$ cat src/rtl/bcd_conversion_scheduler_pkg.sv
// rtl/bcd_conversion_scheduler_pkg.sv - shared types and constants for the BCD conversion scheduler
package bcd_pkg;

    typedef enum logic {
        OCIOSO   = 1'b0,
        CONVERTE = 1'b1
    } estado_t;

    typedef enum logic {
        FONTE_CPU = 1'b0,
        FONTE_DBG = 1'b1
    } fonte_t;

    localparam int BCD_DIG_W = 4;
    localparam int NUM_DIG   = 3;
    localparam int BCD_W     = BCD_DIG_W * NUM_DIG;

    // Double-dabble correction: a digit of 5 or more would overflow past 9 once doubled.
    function automatic logic [BCD_DIG_W-1:0] ajusta(input logic [BCD_DIG_W-1:0] d);
        return (d >= BCD_DIG_W'(5)) ? d + BCD_DIG_W'(3) : d;
    endfunction

endpackage

$ cat src/rtl/bcd_conversion_scheduler_if.sv
// rtl/bcd_conversion_scheduler_if.sv - requester handshakes and display bus of the BCD scheduler
interface bcd_conversion_scheduler_if;

    logic        req_cpu;
    logic [31:0] dado_cpu;
    logic        ack_cpu;
    logic        req_dbg;
    logic [31:0] dado_dbg;
    logic        ack_dbg;
    logic        busy;
    logic        sinal;
    logic [3:0]  centena;
    logic [3:0]  dezena;
    logic [3:0]  unidade;
    logic        fonte;
    logic        atualizado;

    modport master (
        output req_cpu, dado_cpu, req_dbg, dado_dbg,
        input  ack_cpu, ack_dbg, busy, sinal, centena, dezena, unidade, fonte, atualizado
    );

    modport slave (
        input  req_cpu, dado_cpu, req_dbg, dado_dbg,
        output ack_cpu, ack_dbg, busy, sinal, centena, dezena, unidade, fonte, atualizado
    );

endinterface

$ cat src/rtl/bcd_conversion_scheduler_passo.sv
// rtl/bcd_conversion_scheduler_passo.sv - one add-3 and shift iteration of the double-dabble converter
module bcd_passo_dabble
    import bcd_pkg::*;
(
    input  logic [BCD_W-1:0] bcd_in,
    input  logic             bit_in,
    output logic [BCD_W-1:0] bcd_out
);

    logic [BCD_W-1:0] ajustado;

    // Correct every digit, then shift the next binary bit into the units digit.
    always_comb begin
        ajustado = '0;
        for (int i = 0; i < NUM_DIG; i++) begin
            ajustado[i*BCD_DIG_W +: BCD_DIG_W] = ajusta(bcd_in[i*BCD_DIG_W +: BCD_DIG_W]);
        end
        bcd_out = {ajustado[BCD_W-2:0], bit_in};
    end

endmodule

$ cat src/rtl/bcd_conversion_scheduler.sv
// rtl/bcd_conversion_scheduler.sv - round-robin shared sequential binary-to-BCD converter for the display
module bcd_conversion_scheduler
    import bcd_pkg::*;
#(
    parameter int DATA_W = 8
) (
    input  logic                          clock,
    input  logic                          reset,
    bcd_conversion_scheduler_if.slave     bus
);

    // One extra magnitude bit so that -2^(DATA_W-1) negates exactly.
    localparam int MAG_W = DATA_W + 1;
    localparam int CNT_W = $clog2(MAG_W + 1);

    estado_t           estado_q, estado_d;
    fonte_t            ultimo_q;
    logic              conc_cpu, conc_dbg;
    logic              fim;
    logic [DATA_W-1:0] op_sel;
    logic [MAG_W-1:0]  op_ext, mag_ini, mag_q;
    logic [BCD_W-1:0]  bcd_q, bcd_prox;
    logic [CNT_W-1:0]  cnt_q;
    logic              sinal_w;
    fonte_t            fonte_w;

    logic              ack_cpu_r, ack_dbg_r, atualizado_r;
    logic              sinal_r;
    fonte_t            fonte_r;
    logic [3:0]        centena_r, dezena_r, unidade_r;

    logic              bits_unused;
    assign bits_unused = ^{bus.dado_cpu[31:DATA_W], bus.dado_dbg[31:DATA_W]};

    assign fim = (estado_q == CONVERTE) && (cnt_q == CNT_W'(1));

    // Arbitration and next state: ties go to whoever was not served last.
    always_comb begin
        estado_d = estado_q;
        conc_cpu = 1'b0;
        conc_dbg = 1'b0;
        case (estado_q)
            OCIOSO: begin
                if (bus.req_cpu && bus.req_dbg) begin
                    conc_cpu = (ultimo_q == FONTE_DBG);
                    conc_dbg = (ultimo_q == FONTE_CPU);
                end else begin
                    conc_cpu = bus.req_cpu;
                    conc_dbg = bus.req_dbg;
                end
                if (conc_cpu || conc_dbg) begin
                    estado_d = CONVERTE;
                end
            end
            CONVERTE: begin
                if (fim) begin
                    estado_d = OCIOSO;
                end
            end
            default: estado_d = OCIOSO;
        endcase
    end

    // Operand of the granted side, turned into sign + magnitude.
    always_comb begin
        op_sel  = conc_dbg ? bus.dado_dbg[DATA_W-1:0] : bus.dado_cpu[DATA_W-1:0];
        op_ext  = {op_sel[DATA_W-1], op_sel};
        mag_ini = op_sel[DATA_W-1] ? (~op_ext + MAG_W'(1)) : op_ext;
    end

    bcd_passo_dabble u_passo (
        .bcd_in  (bcd_q),
        .bit_in  (mag_q[MAG_W-1]),
        .bcd_out (bcd_prox)
    );

    // FSM state register.
    always_ff @(posedge clock or negedge reset) begin
        if (!reset) begin
            estado_q <= OCIOSO;
        end else begin
            estado_q <= estado_d;
        end
    end

    // Capture, shift datapath and display registers; display only changes on the final shift.
    always_ff @(posedge clock or negedge reset) begin
        if (!reset) begin
            ultimo_q     <= FONTE_DBG;
            mag_q        <= '0;
            bcd_q        <= '0;
            cnt_q        <= '0;
            sinal_w      <= 1'b0;
            fonte_w      <= FONTE_CPU;
            ack_cpu_r    <= 1'b0;
            ack_dbg_r    <= 1'b0;
            atualizado_r <= 1'b0;
            sinal_r      <= 1'b0;
            fonte_r      <= FONTE_CPU;
            centena_r    <= '0;
            dezena_r     <= '0;
            unidade_r    <= '0;
        end else begin
            ack_cpu_r    <= conc_cpu;
            ack_dbg_r    <= conc_dbg;
            atualizado_r <= fim;
            if (conc_cpu || conc_dbg) begin
                mag_q    <= mag_ini;
                bcd_q    <= '0;
                cnt_q    <= CNT_W'(MAG_W);
                sinal_w  <= op_sel[DATA_W-1];
                fonte_w  <= conc_dbg ? FONTE_DBG : FONTE_CPU;
                ultimo_q <= conc_dbg ? FONTE_DBG : FONTE_CPU;
            end else if (estado_q == CONVERTE) begin
                bcd_q <= bcd_prox;
                mag_q <= {mag_q[MAG_W-2:0], 1'b0};
                cnt_q <= cnt_q - CNT_W'(1);
                if (fim) begin
                    sinal_r   <= sinal_w;
                    fonte_r   <= fonte_w;
                    centena_r <= bcd_prox[11:8];
                    dezena_r  <= bcd_prox[7:4];
                    unidade_r <= bcd_prox[3:0];
                end
            end
        end
    end

    assign bus.ack_cpu    = ack_cpu_r;
    assign bus.ack_dbg    = ack_dbg_r;
    assign bus.atualizado = atualizado_r;
    assign bus.busy       = (estado_q == CONVERTE);
    assign bus.sinal      = sinal_r;
    assign bus.fonte      = fonte_r;
    assign bus.centena    = centena_r;
    assign bus.dezena     = dezena_r;
    assign bus.unidade    = unidade_r;

endmodule
$ cat src/flat_wrapper.sv
// flat-port wrapper written by rule: the top's interface ports become plain ports
module bcd_conversion_scheduler_flat import bcd_pkg::*;
#(
    parameter int DATA_W = 8
)
  (clock, reset, bus_req_cpu, bus_dado_cpu, bus_req_dbg, bus_dado_dbg, bus_ack_cpu, bus_ack_dbg, bus_busy, bus_sinal, bus_centena, bus_dezena, bus_unidade, bus_fonte, bus_atualizado);
  bcd_conversion_scheduler_if bus_i ();
  input  logic clock;
  input  logic reset;
  input wire logic [$bits(bus_i.req_cpu)-1:0] bus_req_cpu;
  input wire logic [$bits(bus_i.dado_cpu)-1:0] bus_dado_cpu;
  input wire logic [$bits(bus_i.req_dbg)-1:0] bus_req_dbg;
  input wire logic [$bits(bus_i.dado_dbg)-1:0] bus_dado_dbg;
  output wire logic [$bits(bus_i.ack_cpu)-1:0] bus_ack_cpu;
  output wire logic [$bits(bus_i.ack_dbg)-1:0] bus_ack_dbg;
  output wire logic [$bits(bus_i.busy)-1:0] bus_busy;
  output wire logic [$bits(bus_i.sinal)-1:0] bus_sinal;
  output wire logic [$bits(bus_i.centena)-1:0] bus_centena;
  output wire logic [$bits(bus_i.dezena)-1:0] bus_dezena;
  output wire logic [$bits(bus_i.unidade)-1:0] bus_unidade;
  output wire logic [$bits(bus_i.fonte)-1:0] bus_fonte;
  output wire logic [$bits(bus_i.atualizado)-1:0] bus_atualizado;
  assign bus_i.req_cpu = bus_req_cpu;
  assign bus_i.dado_cpu = bus_dado_cpu;
  assign bus_i.req_dbg = bus_req_dbg;
  assign bus_i.dado_dbg = bus_dado_dbg;
  assign bus_ack_cpu = bus_i.ack_cpu;
  assign bus_ack_dbg = bus_i.ack_dbg;
  assign bus_busy = bus_i.busy;
  assign bus_sinal = bus_i.sinal;
  assign bus_centena = bus_i.centena;
  assign bus_dezena = bus_i.dezena;
  assign bus_unidade = bus_i.unidade;
  assign bus_fonte = bus_i.fonte;
  assign bus_atualizado = bus_i.atualizado;
  bcd_conversion_scheduler #(.DATA_W(DATA_W)) u_core (.clock(clock), .reset(reset), .bus(bus_i));
endmodule
$ cat config.mk
export PLATFORM = sky130hd
export DESIGN_NAME = bcd_conversion_scheduler_flat
export DESIGN_NICKNAME = d
export VERILOG_FILES = /design/src/rtl/bcd_conversion_scheduler_pkg.sv /design/src/rtl/bcd_conversion_scheduler_if.sv /design/src/rtl/bcd_conversion_scheduler_passo.sv /design/src/rtl/bcd_conversion_scheduler.sv /design/src/flat_wrapper.sv
export SDC_FILE = /design/constraint.sdc
export NUM_CORES = 1
export LEC_CHECK = 0
export BUFFER_PORTS_ARGS = -buffer_cell sky130_fd_sc_hd__buf_2
export CORE_UTILIZATION = 29
export CTS_BUF_LIST = sky130_fd_sc_hd__clkbuf_8 sky130_fd_sc_hd__clkbuf_16
export CTS_CLUSTER_DIAMETER = 60
export CTS_CLUSTER_SIZE = 10
export DETAILED_ROUTE_END_ITERATION = 6
export MAX_ROUTING_LAYER = met4
export PLACE_DENSITY_LB_ADDON = 0.15
export SLEW_MARGIN = 20
export SYNTH_ARGS = -nofsm -noshare
export SYNTH_HDL_FRONTEND = slang
export SYNTH_SLANG_ARGS = --single-unit
$ cat constraint.sdc
create_clock -name clock -period 2.75 [get_ports clock]
set_clock_uncertainty 0.2 [all_clocks]
set_input_delay 0.55 -clock clock [delete_from_list [all_inputs] [get_ports clock]]
set_output_delay 0.55 -clock clock [all_outputs]
set_load 0.02 [all_outputs]
==> flow_results.org, run 1 <==
** Logic synthesis
- Among all flip-flop cells after synthesis, the most frequent one is sky130_fd_sc_hd__dfrtp_1.
- Syn. warnings :: 0
- Summing every instance area after synthesis gives ~0.0025 mm^2.
- In this run, synthesis produced a sequential element count of between 40 and 50.
- Synth async-reset ratio :: between 90% and 100%
- Syn Inst Count :: 266
- Sequential share of the synthesized area :: 46.4%
- Synthesized netlist net count :: around 340
- The synthesized netlist contains 39 unique library cells.
- Yosys mapped a number of flops with a built-in enable equal to 0.
- Post-synthesis area per instance :: just over 9 um^2

** Finish
- In the final layout, the share of cells above drive strength 1 is approximately a fifth.
- 0 antenna diodes ended up in the layout.
- Layout fillers :: a little over 900
- Area growth from synthesis to layout :: 15.2%
- Multi-input combinational cell area :: approximately 0.0012 mm^2
- Area occupied by registers :: roughly 0.0012 mm^2
- At the end of the flow, the number of nets in the layout was between 300 and 400.

** Clock tree
- Number of gates resized after cts :: 0
- Clock tree synthesis inserted a total of 5 buffers.
- Clock network latency to the later pin of the worst-skew pair :: 0.30 ns
- Clock tree from TritonCTS :: done
- # H-tree levels :: 2
- Once the clock tree was built, the setup fixing pass inserted 0 buffers.
- Register clock-pin slew on the reported worst setup and hold paths :: 0.09 ns
- Clock Sink Count :: 46
- Clock tree synthesis selected as its root buffer the cell sky130_fd_sc_hd__clkbuf_8.
- In this run the deepest clock path goes through 2 buffers.
- Number of hold buffers added after CTS :: 0

** Routing
- Using the TritonRoute via totals, the vias-per-cell ratio works out to 4.67.
- Number of nets with antenna violations after routing :: 0
- DRC violations left :: 0
- Dividing the detail-routed wire length by the instance count gives between 10 and 15 um.
- Via count :: roughly 1900
- The routed design has about 5100 um of wire.
- DRC marker count from the first detailed-route iteration :: 40
- First-pass detailed-route iteration total :: 3

** Timing
- Worst setup slack after layout :: about 0.66 ns
- Measured against its own limit, the worst slew margin works out to a little under 60%.
- The number of max-slew violations in the final report is 0.
- Setup repair after global routing left no endpoint under its margin.
- TNS Setup :: 0 ns
- Final setup violation count :: 0
- Final hold viol count :: 0
- Final critical-path required period :: around 2.1 ns
- Transition time of the tightest slew-check pin :: 0.634 ns
- F_max :: ~480 MHz
- Hold is met by between 0.06 and 0.07 ns.
- Portion of the clock cycle consumed by the worst path in the final layout :: roughly three quarters

** Global routing
- Via count of the first global-routing pass :: between 1500 and 2000
- Global routing consumed, on the met1 layer, 17.7% of the routing resources.
- Initial antenna violation count :: 0
- Overflow after GRT :: 0
- For this run, global-route usage on met3 was measured as 2.42%.
- For met2 alone, demand over resource in global routing was 20.1%.
- Maximum number of pins on one net before global-route repair :: 29
- The first global-routing pass estimated between 8000 and 9000 um of wire.
- Global routing used between 10% and 20% of the available tracks.
- GRT Max-Usage Layer :: met2

** Die
- Floorplan Core Area :: approximately 0.0083 mm^2
- Std cell rows :: 33
- Once the floorplan was initialized, standard cells occupied ~30% of the core.
- Die extent in y :: between 90 and 100 um
- The floorplan step defined a die boundary enclosing slightly below 0.009 mm^2.
- Die X :: between 90 and 100 um
- Number of ports placed on the die boundary :: 86

** Run
- Across the run, the number of max-cap violations was 0.

** Worst setup path
- Along the worst path, the maximum fanout reaches 3.
- Sort of element at the start of the critical path :: input pin
- Endpoint class of the critical path :: flip-flop
- R2R cell count :: 5
- The number of buffers and inverters on the critical path is 1.
- Dominant delay contributor by cell family on the critical path :: simple AND/OR/NAND/NOR gates
- RR Endpoint :: u_core.bus.dezena[0]$_DFFE_PN0P_
- Slowest cell on crit path :: sky130_fd_sc_hd__or4_4
- Series of cell instances along the critical path :: buf_2 > or4_4 > or3_4 > a32oi_1 > nor2_1 > nand3b_1
- Register-to-register path setup slack :: approximately 0.75 ns
- The startpoint identified for the worst register-to-register timing path is u_core.bus.busy$_DFF_PN0_.
- The critical path is of the in2reg type.
- STA puts the critical path data required time at 2.72 ns.
- For this run, the slowest stage of the critical path takes about 0.53 ns.
- STA puts the critical path data arrival time at 2.06 ns.

** Power
- Worst ir drop on vdd :: 0.000247 V
- Per report_power, the combinational group accounts for between 40% and 50% of the total.
- Internal Power :: approximately 1.7 mW
- The share of total power dissipated in the clock network is 14.1%.
- Sequential cells account for between 40 and 50% of the total power.
- The analysis attributes to cell leakage a power of about 1.4 nW.
- Reported net switching power :: about 1.2 mW
- Power spread over the standard cell area amounts to between 900 and 1000 mW/mm^2.
- Net Sw Frac :: between 40% and 50%

** Placement
- Gpl congestion :: 0.724
- Prior to clock tree synthesis, the placed netlist has a worst setup slack of approximately 0.37 ns.
- Placed wire-length estimate :: approximately 3800 um
- Input and output buffers added on the ports amount to 37.

** Outcome
- Result of the run :: complete, no violations

** Worst hold path
- Worst hold path class :: in2async
[cell families after synthesis]
| logic type | count (synthesis) | synth area share (%) |
|---|---|---|
| AND/OR/NAND/NOR | 107 | 21.1 |
| AO/OA/AOI/OAI | 55 | 13.5 |
| flip-flops | 46 | 46.4 |
| buffers and inverters | 23 | 4.69 |
| multiplexers | 14 | 5.74 |
| XOR/XNOR | 13 | 4.58 |
| adder cells (fa/ha/maj) | 8 | 4.03 |
[power groups by stage]
stage	Combinational [mW]	Clock, mW	Sequential, mW
after floorplan	0.858	0	1.27
after global placement	1.26	0	1.18
after detailed placement	1.29	0	1.19
after CTS	1.29	0.410	1.17
after global routing	1.45	0.445	1.22
final	1.27	0.399	1.17
[cell usage after synthesis (all sizes together) (2+ instances only)]
library cell	n	share of area (%)
nor3b	9	2.7
o41ai	2	1.5
ha	8	4.0
nand3	4	0.81
nand2b	6	1.5
or3	3	1.2
a21oi	17	3.4
clkbuf	5	0.76
o21ai	22	4.4
buf	6	2.1
o31ai	7	2.1
nand2	63	9.5
inv	12	1.8
mux2i	12	4.8
mux2	2	0.91
o22ai	2	0.50
nor2	10	1.5
xor2	6	2.1
o211ai	2	0.60
or4	2	0.91
nor3	4	0.81
dfrtp	45	45
xnor2	7	2.5
[final cells by class]
cell class              instances  area share, %
clock buffers                   5           2.41
clock inverters                 2          0.350
inverters                      12           1.57
multi-input cells             197           42.5
flip-flops and latches         46           40.3
well taps                     105           4.59
repair buffers                 44           8.31
[how the worst max path moves through the flow]
stage / startpoint / endpoint / slack [ns] / cells past startpoint
final: bus_dado_cpu[3] / u_core.mag_q[6]$_DFFE_PN0P_ / 0.66 / 6
after global routing: u_core.ultimo_q$_DFFE_PN1N_ / u_core.mag_q[7]$_DFFE_PN0P_ / 0.58 / 6
after CTS: bus_dado_cpu[3] / u_core.mag_q[6]$_DFFE_PN0P_ / 0.68 / 6
after detailed placement: bus_dado_cpu[3] / u_core.mag_q[6]$_DFFE_PN0P_ / 0.37 / 6
after global placement: bus_dado_cpu[3] / u_core.mag_q[6]$_DFFE_PN0P_ / 0.40 / 6
after floorplan: bus_dado_cpu[3] / u_core.mag_q[6]$_DFFE_PN0P_ / 0.60 / 5
[registers in the layout, summed over array words and instances, names as in the netlist, 4 cells and up]
signal              flops
u_core.bus.dezena       4
u_core.bus.centena      4
u_core.bcd_q           12
u_core.mag_q            9
u_core.cnt_q            4
u_core.bus.unidade      4
[metal layers]
layer	up-vias	wire, um
met5	-	0
met4	0	74
met3	6	163
met2	33	2300
met1	888	2600
li1	991	-
[metrics by stage]
stage / instances / instance area (um^2) / total power, mW / utilization [%]
final: 411 / 2860 / 2.84 / 34.6
after global routing: 411 / 2860 / 3.12 / 34.6
after CTS: 411 / 2860 / 2.88 / 34.6
after detailed placement: 404 / 2780 / 2.47 / 33.7
after global placement: 404 / 2780 / 2.43 / 33.7
after floorplan: 266 / 2480 / 2.12 / -
[worst reg2reg max path: stages (launching register included)]
cell and delay (ns):
sky130_fd_sc_hd__dfrtp_1 0.46, sky130_fd_sc_hd__buf_4 0.32, sky130_fd_sc_hd__nand4bb_1 0.42, sky130_fd_sc_hd__buf_4 0.35, sky130_fd_sc_hd__nand2_1 0.08, sky130_fd_sc_hd__o21ai_1 0.05
[cells in the final DEF, fill, tap and decap left out, types with 4 or more instances in the layout]
cell type | Yosys | final
sky130_fd_sc_hd__dfrtp_1 | 45 | 45
sky130_fd_sc_hd__nand2_1 | 63 | 63
sky130_fd_sc_hd__ha_1 | 8 | 8
sky130_fd_sc_hd__nor3b_1 | 9 | 9
sky130_fd_sc_hd__o31ai_1 | 7 | 7
sky130_fd_sc_hd__nor3_1 | 4 | 4
sky130_fd_sc_hd__nand3_1 | 4 | 4
sky130_fd_sc_hd__buf_4 | 0 | 7
sky130_fd_sc_hd__buf_2 | 3 | 37
sky130_fd_sc_hd__o21ai_1 | 20 | 20
sky130_fd_sc_hd__nor2_1 | 10 | 10
sky130_fd_sc_hd__xnor2_1 | 7 | 7
sky130_fd_sc_hd__nand2b_1 | 6 | 6
sky130_fd_sc_hd__clkbuf_8 | 0 | 5
sky130_fd_sc_hd__inv_1 | 10 | 10
sky130_fd_sc_hd__mux2i_1 | 12 | 12
sky130_fd_sc_hd__xor2_1 | 6 | 6
sky130_fd_sc_hd__a21oi_1 | 17 | 17
Power figures use the tool's default switching activity.
==> run 2, diff against run 1 <==
ABC_AREA = 1   (was unset)
clock period = 1.8 ns   (was 2.75 ns; I/O delays follow)
==> run 2 against run 1 <==
Worst setup slack got worse by 0.63 ns; sequential share of layout area fell by 1.4 points; worst hold slack improved by 0.067 ns; core utilization rose by 3.3 points; first-iteration DRC count rose to 2.9 times the previous value; global-route usage fell by 0.37 points; via count rose by 0.99%; clock-buffer cell count rose by 1; clock power rose by 63%; synthesized cell count rose by 3.4%; flip-flop and latch count did not move; critical endpoint unchanged; largest cell class is now registers.
==> flow_results.org, run 2 <==
** Finish
- Commonest cells after routing, fill and taps aside :: sky130_fd_sc_hd__nand2_1, sky130_fd_sc_hd__dfrtp_1, sky130_fd_sc_hd__inv_1
- Top register by number of flip-flops :: u_core.bcd_q
- The area occupied by multi-input gates was 0.00105 mm^2 (-13%).
- Relative to the synthesized area, the layout overhead comes to 24.9%.
- Fraction of final layout cells sized beyond drive strength 1 :: 29.9% (+10 points)
- The number of antenna cells inserted was 0 (unchanged).
- Leaving out fill and tap cells, the most frequent cell in the layout is sky130_fd_sc_hd__nand2_1.
- The flip-flop count of the largest register after layout was 12 (unchanged).
- The fraction of the core area covered by cells at the end of the flow is 37.9% (+3.3 points).
- Layout fillers :: 841 (-7.4%)
- The count of non-filler cells in the finished layout is 430 (+4.6%).
- The largest registers in the layout are u_core.bcd_q x12, u_core.mag_q x9.
- The sequential cell area in the final layout is 0.00115 mm^2 (unchanged).
- Number of nets in the finished design :: 403 (+5.5%)
- Fin area :: 0.00296 mm^2 (+3.6%)

** Worst setup path
- The largest fanout of any net on the critical path came to 6 (+3).
- The worst setup path is launched from a flip-flop.
- R2R cell count :: 10 (+5)
- The data arrival time at the worst-slack endpoint came to 1.76 ns (-0.30 ns).
- The worst setup path is captured at a flip-flop.
- Worst flop-to-flop path startpoint :: u_core.ultimo_q$_DFFE_PN1N_
- RR Endpoint :: u_core.mag_q[6]$_DFFE_PN0P_
- Data required time at the worst endpoint :: 1.79 ns (-0.93 ns)
- Kind of critical path :: reg2reg
- Register-to-register path setup slack :: 0.03 ns (-0.72 ns)

** Power
- Reported net switching power :: 2.03 mW (+72%)
- The worst supply voltage drop on vdd is 0.000390 V (+58%).
- Internal Power :: 2.72 mW (+64%)
- Net Sw Frac :: 42.7% (+1.2 points)
- Power, Total :: 4.75 mW (+67%)
- Relative contribution of sequential cells to total power :: 36.3% (-4.9 points)
- Clock group share of total power :: 13.7% (-0.4 points)
- Portion of total power attributed to combinational logic :: 49.9% (+5.2 points)
- The power density relative to cell area came to 1600 mW/mm^2 (+62%).
- The standby leakage power was 1.48 nW (+6.0%).

** Clock tree
- The number of buffers on the longest clock path is 2 (unchanged).
- Clock Sink Count :: 46 (unchanged)
- TritonCTS buffer count :: 5 (unchanged)
- TritonCTS built the clock tree.
- The later-pin clock latency in the skew report was 0.30 ns (about the same).
- Clock tree root buffer cell :: sky130_fd_sc_hd__clkbuf_8
- The maximum level of the CTS H-tree came to 2 (unchanged).
- The clock transition time at the flip-flop clock pins of the worst setup and hold paths came to 0.09 ns (about the same).

** Die
- Std cell rows :: 32 (-3.0%)
- Die X :: 92.4 um (-2.2%)
- The number of ports placed on the die boundary was 86 (unchanged).
- The total die area is 0.00855 mm^2 (-4.4%).
- Die extent in y :: 92.4 um (-2.2%)
- Starting utilization of the core area :: 30.4% (+0.31 points)
- Floorplan Core Area :: 0.00781 mm^2 (-5.5%)

** Global routing
- Via count of the first global-routing pass :: 1853 (+1.5%)
- The total global routing track utilization came to 12.8% (-0.37 points).
- Maximum number of pins on one net before global-route repair :: 33 (+14%)
- Overflow after GRT :: 0 (unchanged)
- The global-route wire length before repair was 8460 um (-4.4%).
- The initial antenna violation count came to 0 (unchanged).

** Logic synthesis
- The count of flip-flops with a built-in enable after synthesis is 0 (unchanged).
- Most instantiated library cell after synthesis :: sky130_fd_sc_hd__nand2_1
- After synthesis, the cell types taking the most area are sky130_fd_sc_hd__dfrtp_1, sky130_fd_sc_hd__nand2_1, sky130_fd_sc_hd__inv_1.
- The instance count of the mapped netlist was 275 (+3.4%).
- The number of warnings issued by yosys came to 0 (unchanged).
- Among all flip-flop cells after synthesis, the most frequent one is sky130_fd_sc_hd__dfrtp_1.
- Syn Std Cell Area :: 0.00237 mm^2 (-4.5%)
- Of all cell types, the one taking the most synthesized area is sky130_fd_sc_hd__dfrtp_1.
- Number of library cell types mapped by synthesis :: 32 (-18%)
- The flip-flop and latch count after synthesis is 46 (unchanged).
- Synthesized netlist net count :: 351 (+2.6%)
- Area share of the largest cell type after synthesis :: 47.5% (+2.1 points)
- Post-synthesis area per instance :: 8.63 um^2 (-7.6%)
- Sequential share of the synthesized area :: 48.6% (+2.2 points)
- Synth async-reset ratio :: 100% (unchanged)
- Most common library cells after synthesis :: sky130_fd_sc_hd__nand2_1, sky130_fd_sc_hd__dfrtp_1, sky130_fd_sc_hd__inv_1

** Timing
- Max-slew headroom at the worst pin :: 71.1% (+13 points)
- Final setup violation count :: 0 (unchanged)
- Unrepaired setup endpoints after global routing :: true
- Portion of the clock cycle consumed by the worst path in the final layout :: just under 100%
- Final hold viol count :: 0 (unchanged)
- The final worst-path setup slack is 0.0301 ns (-0.634 ns).
- F_max :: 565 MHz
- After layout, the minimum clock period comes to approximately 1.8 ns.
- The slew at the pin closest to its max-slew limit was 0.433 ns (-0.201 ns).
- The number of max-slew violations in the final report came to 0 (unchanged).

** Routing
- First-pass detailed-route iteration total :: 4 (+1)
- Number of nets with antenna violations after routing :: 0 (unchanged)
- The total wirelength of the detailed-routed design was 4980 um (-3.2%).
- DRC marker count from the first detailed-route iteration :: 115 (+190%)
- The post-detailed-route via-to-cell ratio was 4.50 (-3.5%).
- Via count :: 1937 (+0.99%)
- DRC violations left :: 0 (unchanged)
- The per-cell routed wire length came to 11.6 um (-7.5%).

** Placement
- Placed Instances :: 419 (+3.7%)
- Placed wire-length estimate :: 3600 um (-4.6%)
- Number of buffer cells added on primary ports :: 37 (unchanged)
- The post-placement worst setup slack came to 0.0348 ns (-0.331 ns).
- Instance area after placement :: 0.00277 mm^2 (-0.54%)
- The global placement routability congestion came to 0.752 (+3.8%).

** Worst hold path
- Worst hold path class :: in2reg
- For hold timing, the worst endpoint is u_core.bus.ack_cpu$_DFF_PN0_.
- Startpoint of the most critical hold path :: bus_req_dbg
- The worst hold path was traced through 2 stages.

** Run
- Count of max-cap constraint violations :: 0 (unchanged)

** Outcome
- Result of the run :: complete, no violations
==> run 2: power groups by stage <==
stage               combinational (mW)  clock (mW)  sequential, mW
finish                            2.37       0.652            1.72
global route                      2.72       0.722            1.78
CTS                               2.32       0.684            1.73
detailed placement                2.31           0            1.74
global placement                  2.29           0            1.73
floorplan                         1.47           0            1.90
==> run 2: stage by stage <==
| stage | hold slack [ns] | setup TNS, ns |
|---|---|---|
| after floorplan | -0.136 | 0 |
| after global placement | 0.101 | 0 |
| after global routing | 0.130 | -0.107 |
| after detailed placement | 0.101 | 0 |
| after CTS | 0.0957 | 0 |
| final | 0.129 | 0 |
==> run 2: kinds of logic after synthesis <==
family,share of synthesized area (%)
buf+inv,10.2
xor+xnor,1.11
fa+ha+maj,4.22
compound gates,16.5
simple gates,19.5
flops,48.6
==> run 2: metal layers <==
layer / vias to the layer above / track usage [%] / share of wire [%]
met5: - / - / 0
met3: 7 / 2.46 / 3.6
met4: 0 / 4.30 / 1.4
li1: 1007 / - / -
met1: 881 / 16.4 / 49
met2: 42 / 20.5 / 46
==> run 2: what timing repair did <==
item,CTS,global route
buffers inserted,0,1
hold buffers,1,0
resized for setup,0,21
hold endpoints to repair,13,0
endpoints found under the setup margin,0,10
==> run 2: area by class of cell <==
cell class	count	share of cell area (%)
flip-flops and latches	46	38.9
multi-input cells	174	35.5
repair buffers	54	12.4
inverters	46	5.83
well taps	102	4.31
clock buffers	6	2.79
clock inverters	2	0.296
==> run 2: worst max path at each step <==
stage	start	to	slack (ns)	cells after the start
floorplan	u_core.bus.busy$_DFF_PN0_	u_core.mag_q[4]$_DFFE_PN0P_	0.10	10
global placement	bus_req_cpu	u_core.mag_q[4]$_DFFE_PN0P_	0.03	10
detailed placement	u_core.ultimo_q$_DFFE_PN1N_	u_core.mag_q[6]$_DFFE_PN0P_	0.03	9
CTS	u_core.ultimo_q$_DFFE_PN1N_	u_core.mag_q[6]$_DFFE_PN0P_	0.01	9
global route	u_core.ultimo_q$_DFFE_PN1N_	u_core.mag_q[6]$_DFFE_PN0P_	-0.04	10
finish	u_core.ultimo_q$_DFFE_PN1N_	u_core.mag_q[6]$_DFFE_PN0P_	0.03	10
==> run 2: worst max-delay path, stage by stage (launching register included) <==
cell	delay [ns]
sky130_fd_sc_hd__dfstp_2	0.56
sky130_fd_sc_hd__nand2_4	0.08
sky130_fd_sc_hd__buf_12	0.14
sky130_fd_sc_hd__nand3_2	0.07
sky130_fd_sc_hd__nand2_2	0.08
sky130_fd_sc_hd__nor2_4	0.13
sky130_fd_sc_hd__nand2_2	0.09
sky130_fd_sc_hd__nand2_2	0.09
sky130_fd_sc_hd__nand3_1	0.07
sky130_fd_sc_hd__nand3_1	0.10
sky130_fd_sc_hd__nand2_1	0.05
==> run 3, diff against run 2 <==
ABC_AREA = unset   (was 1)
SYNTH_HIERARCHICAL = 1   (was unset)
==> run 3 against run 2 <==
The run now ends with setup timing left; worst hold slack better by 0.14 ns; critical path depth down 4; non-clock buffer count up 13; worst setup slack worse by 0.052 ns; register-to-register slack better by 0.05 ns; global-route usage up 0.26 points; sequential power up 7%; via count down 3.2%; combinational power down 4%; wire length up 2.4%; clock-buffer cell count down 1; critical path type is now in2reg.
==> flow_results.org, run 3 <==
** Outcome
- Result of the run :: complete, but fails checks
- The checks that failed: setup timing.

** Clock tree
- Clock tree from TritonCTS :: done
- Clock Sink Count :: 46 (unchanged)
- Clock tree root buffer cell :: sky130_fd_sc_hd__clkbuf_8
- The maximum level of the CTS H-tree is 2 (unchanged).
- TritonCTS buffer count :: 5 (unchanged)
- The clock transition time at the flip-flop clock pins of the worst setup and hold paths came to 0.10 ns (about the same).
- Buffers from clock root to sink, at most :: 2 (unchanged)
- Clock network latency to the later pin of the worst-skew pair :: 0.31 ns (about the same)

** Logic synthesis
- Syn. warnings :: 6 (+6)
- Among all cell types in the netlist, the one instantiated most often is sky130_fd_sc_hd__nand2_1.
- Post-synthesis share of cell area spent on full adders, half adders and majority gates :: 4.12% (-0.096 points)
- Register bit count reported by yosys :: 46 (unchanged)
- The synthesized-area fraction occupied by ao, oa, aoi and oai cells came to 13.8% (-2.6 points).
- Cells taking the most area after synthesis :: sky130_fd_sc_hd__dfrtp_1, sky130_fd_sc_hd__nand2_1, sky130_fd_sc_hd__mux2_2
- sky130_fd_sc_hd__dfrtp_1 takes more of the synthesized area than any other cell.
- Most common library cells after synthesis :: sky130_fd_sc_hd__nand2_1, sky130_fd_sc_hd__dfrtp_1, sky130_fd_sc_hd__o21ai_0
- The post-synth design cell area is 0.00243 mm^2 (+2.3%).
- Xor/xnor cell area share of the yosys netlist :: 5.41% (+4.3 points)
- The count of flip-flops with a built-in enable after synthesis came to 0 (unchanged).
- The share of flip-flops with an asynchronous set or reset after synthesis was 100% (unchanged).
- Combinational family with the most area after synthesis :: simple AND/OR/NAND/NOR gates
- The net count after synthesis came to 324 (-7.7%).
- The proportion of synthesized area in mux cells came to 9.02% (+9.0 points).
- The instance count of the mapped netlist came to 248 (-9.8%).
- Post-synthesis area per instance :: 9.79 um^2 (+13%)
- Area share of the largest cell type after synthesis :: 46.4% (-1.1 points)
- Most used flip-flop cell after synthesis :: sky130_fd_sc_hd__dfrtp_1
- Area fraction in and, or, nand and nor cells after synthesis :: 16.5% (-3.0 points)
- The sequential area share after synthesis is 47.5% (-1.1 points).
- Number of library cell types mapped by synthesis :: 47 (+47%)

** Global routing
- Wire length of the first global-routing pass :: 8690 um (+2.7%)
- Via count of the first global-routing pass :: 1824 (-1.6%)
- Maximum number of pins on one net before global-route repair :: 24 (-27%)
- The total global routing track utilization came to 13.1% (+0.26 points).
- The initial antenna violation count was 0 (unchanged).
- The total grt overflow came to 0 (unchanged).

** Routing
- DR WL/cell :: 12.3 um (+5.9%)
- Wirelength, routed :: 5100 um (+2.4%)
- Via count :: 1875 (-3.2%)
- DRC violations left :: 0 (unchanged)
- First-pass detailed-route iteration total :: 4 (unchanged)
- The number of routed nets with antenna violations is 0 (unchanged).
- Number of vias per cell :: 4.51 (about the same)
- The DRC marker count from the first detailed-route iteration came to 33 (-71%).

** Die
- Die extent in y :: 93.5 um (+1.1%)
- The core footprint came to 0.00818 mm^2 (+4.7%).
- Std cell rows :: 33 (+3.1%)
- Number of ports placed on the die boundary :: 86 (unchanged)
- Starting utilization of the core area :: 29.7% (-0.69 points)
- The x dimension of the die was 93.5 um (+1.1%).
- The total die area was 0.00874 mm^2 (+2.3%).

** Timing
- The number of max-slew violations in the final report came to 0 (unchanged).
- The final critical delay including setup and external delays was 1.82 ns (+0.0524 ns).
- The post-route clock period utilization is 101% (+2.9 points).
- TNS Setup :: -0.0223 ns (-0.0223 ns)
- F_max :: 549 MHz (-2.9%)
- Final setup violation count :: 1 (+1)
- The slew at the pin closest to its max-slew limit was 0.443 ns (+0.00918 ns).
- Final hold viol count :: 0 (unchanged)
- Setup repair after global routing could not meet its margin everywhere.
- The final worst-path setup slack was -0.0223 ns (-0.0524 ns).
- The worst slew margin relative to its limit was 70.5% (-0.57 points).

** Worst setup path
- The data arrival time at the worst-slack endpoint was 1.84 ns (+0.08 ns).
- In this design, the largest share of critical-path delay is due to simple AND/OR/NAND/NOR gates.
- The largest stage delay on the critical path came to 0.53 ns (-0.03 ns).
- The required time at the endpoint of the critical path is 1.82 ns (+0.03 ns).
- The number of buffers and inverters on the critical path came to 1 (unchanged).
- Slowest cell on crit path :: sky130_fd_sc_hd__or4_4
- The signal on the critical path passes through buf_6 > or4_4 > or3_4 > nor4b_4 > a211oi_2 > o31ai_1.
- STA classifies the critical path startpoint as an input pin.
- STA classifies the critical path endpoint as a flip-flop.
- The setup path with the least slack is of type in2reg.
- The largest fanout of any net on the critical path came to 2 (-4).

** Finish
- The library cell used most frequently in the layout, excluding fill and tap cells, is sky130_fd_sc_hd__nand2_1.
- The largest registers in the layout are u_core/bcd_q x12, u_core/mag_q x9.
- The count of nets after finishing is 386 (-4.2%).
- N_diodes :: 0 (unchanged)
- The flip-flop count of the largest register after layout was 12 (unchanged).
- Fraction of final layout cells sized beyond drive strength 1 :: 35.7% (+5.8 points)
- Top register by number of flip-flops :: u_core/bcd_q
- Layout fillers :: 835 (-0.71%)
- In the layout the commonest cells are sky130_fd_sc_hd__nand2_1, sky130_fd_sc_hd__dfrtp_1, sky130_fd_sc_hd__buf_2.
- The area growth from synthesis to layout is 28.4%.

** Power
- The power density relative to cell area was 1540 mW/mm^2 (-4.1%).
- Leakage dissipation :: 1.45 nW (-1.9%)
- The worst supply voltage drop on vdd came to 0.000463 V (+19%).

** Placement
- Gpl congestion :: 0.751 (-0.12%)
- The detailed placer's ending HPWL came to 3780 um (+4.8%).
- Number of buffer cells added on primary ports :: 37 (unchanged)
- The post-placement worst setup slack was -0.373 ns (-0.408 ns).

** Worst hold path
- Worst hold path class :: in2reg

** Run
- Count of max-cap constraint violations :: 0 (unchanged)
-- run 3: metrics by stage --
stage | hold WS (ns) | utilization (%) | instances | area (um^2) | power, mW
after floorplan | -0.136 | - | 248 | 2450 | 3.38
after global placement | 0.136 | 35.7 | 404 | 2920 | 3.98
after detailed placement | 0.139 | 35.7 | 404 | 2920 | 4.03
after CTS | 0.268 | 37.3 | 413 | 3050 | 4.72
after global routing | 0.289 | 38.1 | 416 | 3120 | 5.22
final | 0.269 | 38.1 | 416 | 3120 | 4.79
-- run 3: report_power, final --
group | total (mW) | internal [mW] | switching (mW)
sequential | 1.84 | 1.51 | 0.335
combinational | 2.27 | 1.07 | 1.20
clock | 0.671 | 0.281 | 0.390
-- run 3: worst reg2reg max path, cell delays in order (launching register included) --
cell and delay (ns):
sky130_fd_sc_hd__dfrtp_1 0.43, sky130_fd_sc_hd__ha_1 0.20, sky130_fd_sc_hd__nand2b_1 0.16, sky130_fd_sc_hd__a21oi_2 0.20
sky130_fd_sc_hd__mux2i_2 0.27, sky130_fd_sc_hd__mux2_2 0.19
-- run 3: routing by layer --
metal	global-route usage (%)	vias to the layer above	share of wire [%]
met4	4.23	0	0.82
met1	16.8	855	50
met5	-	-	0
met3	2.52	5	3.8
li1	-	972	-
met2	20.8	43	45
-- run 3: logic make-up after synthesis --
group	Yosys count
and+or+nand+nor	83
AOI/OAI and AO/OA	55
DFF	46
buffers and inverters	21
muxes	20
xor gates and xnor gates	15
adders and majority gates	8
-- run 3: area by class of cell --
type	count	area, um^2	share of cell area (%)
clock buffers	5	68.8	2.21
flip-flops and latches	46	1150	37.1
clock inverters	3	25.0	0.803
repair buffers	67	459	14.7
multi-input cells	181	1240	39.9
well taps	105	131	4.22
inverters	9	33.8	1.08
-- run 3: worst paths after layout --
path | from | end | slack, ns | cells past startpoint
max reg2reg | u_core/bcd_q[0]$_DFFE_PN0P_ | u_core/bus.unidade[2]$_DFFE_PN0P_ | 0.08 | 5
min | bus_dado_dbg[7] | u_core/sinal_w$_DFFE_PN0P_ | 0.27 | 3
min in group asynchronous | reset | u_core/cnt_q[3]$_DFFE_PN0P_ | 0.33 | 2
max in group asynchronous | reset | u_core/bcd_q[4]$_DFFE_PN0P_ | 0.58 | 3
max | bus_dado_cpu[3] | u_core/mag_q[7]$_DFFE_PN0P_ | -0.02 | 6
min reg2reg | u_core/mag_q[0]$_DFFE_PN0P_ | u_core/mag_q[1]$_DFFE_PN0P_ | 0.28 | 1
-- run 3: repair_timing --
item	in CTS	in global routing
gates resized for setup	6	15
setup endpoints to repair	2	22
pin swaps	0	4
buffers inserted	0	3
hold buffers	1	0
hold endpoints to repair	15	0
cloned	0	0
